### src/rtl/axi4_master.sv
// ============================================================================
// axi4_master
// ----------------------------------------------------------------------------
// Single-beat AXI4 initiator. One command from the local request port becomes
// one AXI4 write (AW + W + B) or one AXI4 read (AR + R). The AXI response code,
// and the read data for reads, come back on the local response port. Only one
// transaction is in flight at a time and there are no bursts (len is always 0).
//
// Ports
//   clk, rst                  clock (rising edge) and synchronous active-high
//                             reset
//   cmd_valid / cmd_ready     local command handshake
//   cmd_write                 1 = write, 0 = read
//   cmd_addr                  transaction address, passed through unmodified
//   cmd_wdata / cmd_wstrb     write data and byte strobes (ignored for reads)
//   rsp_valid / rsp_ready     local response handshake
//   rsp_rdata                 read data (0 for writes)
//   rsp_resp                  AXI response code taken from B or R
//   aw_* / w_* / b_*          AXI4 write address, write data and write
//                             response channels
//   ar_* / r_*                AXI4 read address and read data channels
//
// Every AXI valid and every local ready/valid is a decode of registered state.
// No output depends combinationally on an input, so the bus-side handshakes
// cannot form combinational loops with the slave.
// ============================================================================
module axi4_master #(
    parameter int ADDR_W = 32,
    parameter int DATA_W = 32
) (
    input  logic                  clk,
    input  logic                  rst,

    // Local command port
    input  logic                  cmd_valid,
    output logic                  cmd_ready,
    input  logic                  cmd_write,
    input  logic [ADDR_W-1:0]     cmd_addr,
    input  logic [DATA_W-1:0]     cmd_wdata,
    input  logic [DATA_W/8-1:0]   cmd_wstrb,

    // Local response port
    output logic                  rsp_valid,
    input  logic                  rsp_ready,
    output logic [DATA_W-1:0]     rsp_rdata,
    output logic [1:0]            rsp_resp,

    // AXI4 write address channel
    output logic [ADDR_W-1:0]     aw_addr,
    output logic [7:0]            aw_len,
    output logic                  aw_valid,
    input  logic                  aw_ready,

    // AXI4 write data channel
    output logic [DATA_W-1:0]     w_data,
    output logic [DATA_W/8-1:0]   w_strb,
    output logic                  w_valid,
    input  logic                  w_ready,

    // AXI4 write response channel
    input  logic [1:0]            b_resp,
    input  logic                  b_valid,
    output logic                  b_ready,

    // AXI4 read address channel
    output logic [ADDR_W-1:0]     ar_addr,
    output logic [7:0]            ar_len,
    output logic                  ar_valid,
    input  logic                  ar_ready,

    // AXI4 read data channel
    input  logic [DATA_W-1:0]     r_data,
    input  logic [1:0]            r_resp,
    input  logic                  r_valid,
    output logic                  r_ready
);

    localparam int STRB_W = DATA_W / 8;

    typedef enum logic [2:0] {
        IDLE    = 3'd0,
        WR_REQ  = 3'd1,
        WR_RESP = 3'd2,
        RD_REQ  = 3'd3,
        RD_DATA = 3'd4,
        RSP     = 3'd5
    } state_t;

    // ------------------------------------------------------------------------
    // State and datapath registers
    // ------------------------------------------------------------------------
    state_t              r_state;
    logic                r_aw_done;     // AW handshake seen in this write
    logic                r_w_done;      // W handshake seen in this write
    logic [ADDR_W-1:0]   r_addr;        // shared by AW and AR; only one is used
    logic [DATA_W-1:0]   r_wdata;
    logic [STRB_W-1:0]   r_wstrb;
    logic [DATA_W-1:0]   r_rsp_rdata;
    logic [1:0]          r_rsp_resp;

    // Next-state values produced by the combinational process
    state_t              w_state_next;
    logic                w_aw_done_next;
    logic                w_w_done_next;
    logic [ADDR_W-1:0]   w_addr_next;
    logic [DATA_W-1:0]   w_wdata_next;
    logic [STRB_W-1:0]   w_wstrb_next;
    logic [DATA_W-1:0]   w_rsp_rdata_next;
    logic [1:0]          w_rsp_resp_next;

    // Handshake qualifiers; each uses the registered valid/ready we drive
    logic                w_aw_fire;
    logic                w_w_fire;
    logic                w_b_fire;
    logic                w_ar_fire;
    logic                w_r_fire;
    logic                w_rsp_fire;

    // ------------------------------------------------------------------------
    // Output decodes (all from registers)
    // ------------------------------------------------------------------------
    assign cmd_ready = (r_state == IDLE);

    // AW and W are presented together on entry to WR_REQ and then each one
    // retires on its own handshake, so the slave may take them in any order.
    assign aw_valid  = (r_state == WR_REQ) && !r_aw_done;
    assign w_valid   = (r_state == WR_REQ) && !r_w_done;
    assign b_ready   = (r_state == WR_RESP);
    assign ar_valid  = (r_state == RD_REQ);
    assign r_ready   = (r_state == RD_DATA);
    assign rsp_valid = (r_state == RSP);

    assign aw_addr   = r_addr;
    assign ar_addr   = r_addr;
    assign aw_len    = 8'd0;
    assign ar_len    = 8'd0;
    assign w_data    = r_wdata;
    assign w_strb    = r_wstrb;
    assign rsp_rdata = r_rsp_rdata;
    assign rsp_resp  = r_rsp_resp;

    assign w_aw_fire  = aw_valid  && aw_ready;
    assign w_w_fire   = w_valid   && w_ready;
    assign w_b_fire   = b_ready   && b_valid;
    assign w_ar_fire  = ar_valid  && ar_ready;
    assign w_r_fire   = r_ready   && r_valid;
    assign w_rsp_fire = rsp_valid && rsp_ready;

    // ------------------------------------------------------------------------
    // State register
    // ------------------------------------------------------------------------
    always_ff @(posedge clk) begin
        if (rst) begin
            r_state     <= IDLE;
            r_aw_done   <= 1'b0;
            r_w_done    <= 1'b0;
            r_addr      <= '0;
            r_wdata     <= '0;
            r_wstrb     <= '0;
            r_rsp_rdata <= '0;
            r_rsp_resp  <= 2'b00;
        end else begin
            r_state     <= w_state_next;
            r_aw_done   <= w_aw_done_next;
            r_w_done    <= w_w_done_next;
            r_addr      <= w_addr_next;
            r_wdata     <= w_wdata_next;
            r_wstrb     <= w_wstrb_next;
            r_rsp_rdata <= w_rsp_rdata_next;
            r_rsp_resp  <= w_rsp_resp_next;
        end
    end

    // ------------------------------------------------------------------------
    // Next-state and datapath logic
    // ------------------------------------------------------------------------
    always_comb begin
        // Hold everything by default
        w_state_next     = r_state;
        w_aw_done_next   = r_aw_done;
        w_w_done_next    = r_w_done;
        w_addr_next      = r_addr;
        w_wdata_next     = r_wdata;
        w_wstrb_next     = r_wstrb;
        w_rsp_rdata_next = r_rsp_rdata;
        w_rsp_resp_next  = r_rsp_resp;

        unique case (r_state)
            IDLE: begin
                w_aw_done_next = 1'b0;
                w_w_done_next  = 1'b0;
                if (cmd_valid) begin
                    // Payload is captured here so the AXI payload is stable
                    // from the first cycle its valid is high.
                    w_addr_next  = cmd_addr;
                    w_wdata_next = cmd_wdata;
                    w_wstrb_next = cmd_wstrb;
                    w_state_next = cmd_write ? WR_REQ : RD_REQ;
                end
            end

            WR_REQ: begin
                // Fold this cycle's handshakes into the done flags before the
                // exit test so that simultaneous AW/W completion moves on at
                // once instead of idling a cycle.
                w_aw_done_next = r_aw_done || w_aw_fire;
                w_w_done_next  = r_w_done  || w_w_fire;
                if (w_aw_done_next && w_w_done_next) begin
                    w_state_next = WR_RESP;
                end
            end

            WR_RESP: begin
                if (w_b_fire) begin
                    w_rsp_resp_next  = b_resp;
                    w_rsp_rdata_next = '0;
                    w_state_next     = RSP;
                end
            end

            RD_REQ: begin
                if (w_ar_fire) begin
                    w_state_next = RD_DATA;
                end
            end

            RD_DATA: begin
                if (w_r_fire) begin
                    w_rsp_rdata_next = r_data;
                    w_rsp_resp_next  = r_resp;
                    w_state_next     = RSP;
                end
            end

            RSP: begin
                // Response payload is held in its registers until consumed.
                if (w_rsp_fire) begin
                    w_state_next = IDLE;
                end
            end

            default: begin
                w_state_next = IDLE;
            end
        endcase
    end

endmodule

### config.mk
export PLATFORM = sky130hd
export DESIGN_NAME = axi4_master
export DESIGN_NICKNAME = d
export VERILOG_FILES = /design/src/rtl/axi4_master.sv
export SDC_FILE = /design/constraint.sdc
export NUM_CORES = 1
export LEC_CHECK = 0
export ABC_AREA = 1
export ABC_CLOCK_PERIOD_IN_PS = 1700
export BUFFER_PORTS_ARGS = -buffer_cell sky130_fd_sc_hd__buf_2
export CORE_MARGIN = 8
export CORE_UTILIZATION = 30
export DETAILED_ROUTE_END_ITERATION = 6
export MAX_ROUTING_LAYER = met4
export PLACE_DENSITY = 0.67
export SLEW_MARGIN = 20
export SYNTH_ARGS = -nofsm -noshare
export SYNTH_HDL_FRONTEND = slang
export SYNTH_SLANG_ARGS = --single-unit
### constraint.sdc
create_clock -name clk -period 1.7 [get_ports clk]
set_clock_uncertainty 0.1 [all_clocks]
set_input_delay 0.17 -clock clk [delete_from_list [all_inputs] [get_ports clk]]
set_output_delay 0.17 -clock clk [all_outputs]
set_load 0.005 [all_outputs]
Yosys cells after proc, flatten, opt, wreduce, memory -nomap -nowiden
Index checks and enable logic that the tools add are counted.
{"block": "classes", "n_eq_ne": 11, "mux": 16, "reduce_logical": 19}
{"cell": "32-bit 2-to-1 mux", "n": 2}
{"cell": "32-bit case mux with 2 select lines", "n": 1}
{"cell": "3-bit 2-to-1 mux", "n": 6}
{"cell": "3-bit case mux with 6 select lines", "n": 1}
{"cell": "2-bit by 1-bit != test with 1-bit output, second input constant", "n": 5}
{"cell": "1-bit logical AND", "n": 9}
{"cell": "3-bit by 2-bit equality test with 1-bit output, second input constant", "n": 2}
{"cell": "3-bit equality test, second input constant", "n": 2}
{"cell": "2-bit 2-to-1 mux", "n": 3}
{"cell": "6-bit AND reduction", "n": 1}
{"cell": "1-bit case mux with 2 select lines", "n": 2}
{"cell": "2-bit case mux with 2 select lines", "n": 1}
{"cell": "2-bit nonzero test", "n": 2}
{"cell": "3-bit by 1-bit equality test with 1-bit output, second input constant", "n": 1}
{"cell": "3-bit logical NOT", "n": 1}
{"cell": "3-bit AND reduction", "n": 1}
{"cell": "1-bit logical NOT", "n": 2}
{"cell": "1-bit logical OR", "n": 2}
{"cell": "2-bit != test, second input constant", "n": 1}
{"cell": "2-bit AND reduction", "n": 1}
{"block": "word_totals", "reg_bits": 107, "wordCells": 54}

Logic depth before layout (Yosys ltp)
{"block": "logic_depth", "depth_word": 7, "depth_mapped": 10, "ltp_nobuf": 8}

Least setup slack after synthesis
Ideal clock, no wire load.
{"block": "synth_path", "path_kind": "register to register", "from": "register r_state[2]", "to": "register r_wdata[10] (netlist: w_data[10])", "setup_ps": 132, "arrival_ps": 1284, "required_ps": 1468, "slack_ps": 184, "path_stages_with_launch": 8, "synth_period_minus_slack_ps": 1516, "cell_sequence": "dfxtp_1 > buf_2 > nor3_4 > nand2_1 > buf_2 > buf_2 > nand2_1 > a21oi_1"}
{"block": "synth_between", "elab_chain_cells": 2}
{"element": "start: declaration", "line_no": "92", "source": "state_t r_state;"}
{"element": "start signal: assignment", "line_no": "163", "source": "r_state <= w_state_next;"}
{"element": "3-bit logical NOT", "line_no": "188", "source": "unique case (r_state)"}
{"element": "2-bit AND reduction (no line)"}
{"element": "end signal: assignment", "line_no": "167", "source": "r_wdata <= w_wdata_next;"}
{"element": "end: declaration", "line_no": "96", "source": "logic [DATA_W-1:0] r_wdata;"}
Every way passes these cells.
A chain may end at the register's enable or synchronous reset.

Worst setup path in the final report
{"block": "layout_path", "from": "register r_state[0]", "to": "output aw_valid"}
{"block": "layout_between", "elab_chain_cells": 2}
{"element": "3-bit by 1-bit equality test with 1-bit output", "line_no": "126", "source": "assign aw_valid = (r_state == WR_REQ) && !r_aw_done;"}
{"element": "1-bit logical AND", "line_no": "126"}
{"element": "end: declaration", "line_no": "51", "source": "output logic aw_valid,"}
Every way passes these cells.

==> impl_results.md <==
* Status: complete, no violations
* Worst IR drop on VDD at 0.000707 V
* Number of max-cap violations at 0
* # IOs at 271
* # DRC at 0
* Power Total at 8.95 mW
* P_int at 5.84 mW
* Die W at 137 um
* Switch share at 0.348
* WP data arrival at 1.36 ns
* Max Clock Freq at 613 MHz
* Core ar. at 0.0144 mm2
* Sink Count at 107
* Area grow syn2layout at 60.9%
* Syn Area/Cell at 7.66 um2
* CTS tree: built
* Largest cells by area after synthesis: dfxtp_1, nand2_1, a21oi_1, buf_4, nand3_1
* Starting Density at 0.304
* Crit start category: flop
* Sequential share of power at 0.357
* R2R setup slack at 0.11 ns
* Pre-antenna DRT Iters at 4
* CP Class: flop to primary output
* Distinct cells, synth at 19
* First-pass GRT wire length at 24.3 mm
* Register area share after synthesis at 0.489
* Placed insts at 955
* Initial DRC Count at 218
* Port bufs at 254
* CTS clk-pin slew, worst paths at 0.07 ns
* Worst r2r dst: r_state[2]
* Placed cell area at 0.00559 mm2
* Largest net degree at the start of global routing at 46
* Worst slack, placed at 0.0493 ns
* Final setup violation count at 0
* RSZ-0062 raised after global routing: yes
* Worst Setup SP: r_state[0]
* Commonest cells after routing, fill and taps aside: buf_2, nand2_1, dfxtp_1
* Vias per cell at 4.54
* Area of the mapped netlist at 0.00438 mm2
* CP Capture Type: primary output
* GR Util All Layers at 0.169
* CTS Buffer Depth at 2
* Post-synthesis register bit count at 107
* Max Transition Viols Final at 0
* Final Non-Filler Cells at 1082
* Register area at 0.00215 mm2
* Largest fanout on the critical path at 5
* Routed Antenna Nets at 0
* Mapped Cells at 572
* Largest area contributor in the netlist: dfxtp_1
* Ratio of cells with drive above 1 in the final layout at 0.354
* Routed wire per std cell at 15.2 um
* Worst skew pair latency at 0.35 ns
* Footprint of the multi-input gates at 0.00169 mm2
* Total die area at 0.0187 mm2
* Commonest non-fill, non-tap cell in the layout: buf_2
* Total gr overflow at 0
* Root buf cell: clkbuf_16
* Vias at 4916
* PwrDens at 1270 mW/mm2
* Design area at 0.00705 mm2
* Sum of negative setup slack at 0 ns
* Routability cong. at 0.787
* # H-tree levels at 3
* HP Class: primary input to flop
* Worst Path Required at 1.43 ns
* Critical path endpoint: aw_valid
* Vias in the first global route at 4752
* Post-Route Utilization at 0.489
* Share of the synthesized area in the top cell type at 0.489
* Die height at 137 um
* # fillers at 1353
* Total CTS buffers at 9
* Min cycle time layout at 1.63 ns
* Ys Warns at 0
* DP Wirelength at 10.5 mm
* Final period utilization at 0.959
* WL final at 16.4 mm
* Diodes inserted at 0
* Hold Fails Final Rpt at 0
* R2r worst-path depth at 8
* Row count at 44
* Psw at 3.12 mW
* Final Worst Setup Slack at 0.0698 ns
* Critical R2R Launch: r_state[1]
* Hold slack at 0.00869 ns
* Clock power frac at 0.244
* Comb pwr share at 0.399
* Nets@finish at 1007
* P_leak at 3.37 nW
* Initial antenna violation count at 0
## layout make-up
cell class,count,area share
multi-input combinational,374,0.240
timing repair buffer,385,0.369
clock inverter,6,0.0103
inverter,16,0.00958
tap,184,0.0327
sequential,107,0.305
clock buffer,10,0.0339
## Yosys cell counts
| cell type | instances |
|---|---|
| nand2_1 | 152 |
| dfxtp_1 | 107 |
| a21oi_1 | 105 |
| nand3_1 | 73 |
| buf_4 | 56 |
| clkbuf_1 | 21 |
| nor2_1 | 15 |
| buf_2 | 13 |
| inv_1 | 12 |
| inv_2 | 4 |
| nand4_1 | 3 |
| nor2_2 | 2 |
| nor3_1 | 2 |
| o21ai_0 | 2 |
| conb_1 | 1 |
| nand3_2 | 1 |
| nand3b_1 | 1 |
| nor3_4 | 1 |
| o21ai_2 | 1 |
## worst max-delay path: stages (launching register included)
cell and delay [ns]:
dfxtp_4 0.37, inv_1 0.06, buf_4 0.14, nor3_4 0.18, inv_2 0.06, nor2_2 0.09, buf_2 0.11
## layer usage
layer,up-vias,GRT usage,wire (um)
li1,2447,-,-
met4,0,0.0646,323
met3,24,0.0393,1620
met5,-,-,0
met2,230,0.269,7560
met1,2215,0.204,6900
## flip-flops by register name, summed over array words and instances (netlist names)
signal and count:
w_data 32, ar_addr 32, rsp_resp 2, w_strb 4, r_state 3, r_w_done 1, rsp_rdata 32, r_aw_done 1
## how the worst min path moves through the flow
stage | from | end | slack (ns) | cells past startpoint
after floorplan | r_data[0] | rsp_rdata[0] | 0.22 | 2
after global placement | r_data[1] | rsp_rdata[1] | 0.32 | 3
after detailed placement | r_data[6] | rsp_rdata[6] | 0.33 | 3
after CTS | cmd_wstrb[2] | w_strb[2] | 0.0003 | 3
after global routing | cmd_wstrb[2] | w_strb[2] | 0.02 | 3
final | cmd_wstrb[2] | w_strb[2] | 0.009 | 3
## cells by family after synthesis
family,Yosys count,synth area share
buf+inv,106,0.142
simple gates,250,0.244
compound gates,108,0.124
flops,107,0.489
other cells,1,0.000856
## power groups by stage
stage,Clock (mW),Sequential (mW),Combinational (mW)
2_1_floorplan,0,3.24,1.81
3_3_place_gp,0,3.23,2.93
3_5_place_dp,0,3.24,2.93
4_1_cts,2.27,3.19,3.35
5_1_grt,2.36,3.25,3.95
6_report,2.19,3.20,3.57
## repair_timing
action                                  CTS  global route
gates cloned                              1             0
hold endpoints to repair                 99             0
endpoints found under the setup margin    3            53
gates resized for setup                   4            11
pin swaps                                 1             3
hold buffers                             99             0
buffers inserted                          2             9
Note: power is estimated with default switching activity, not from simulation.
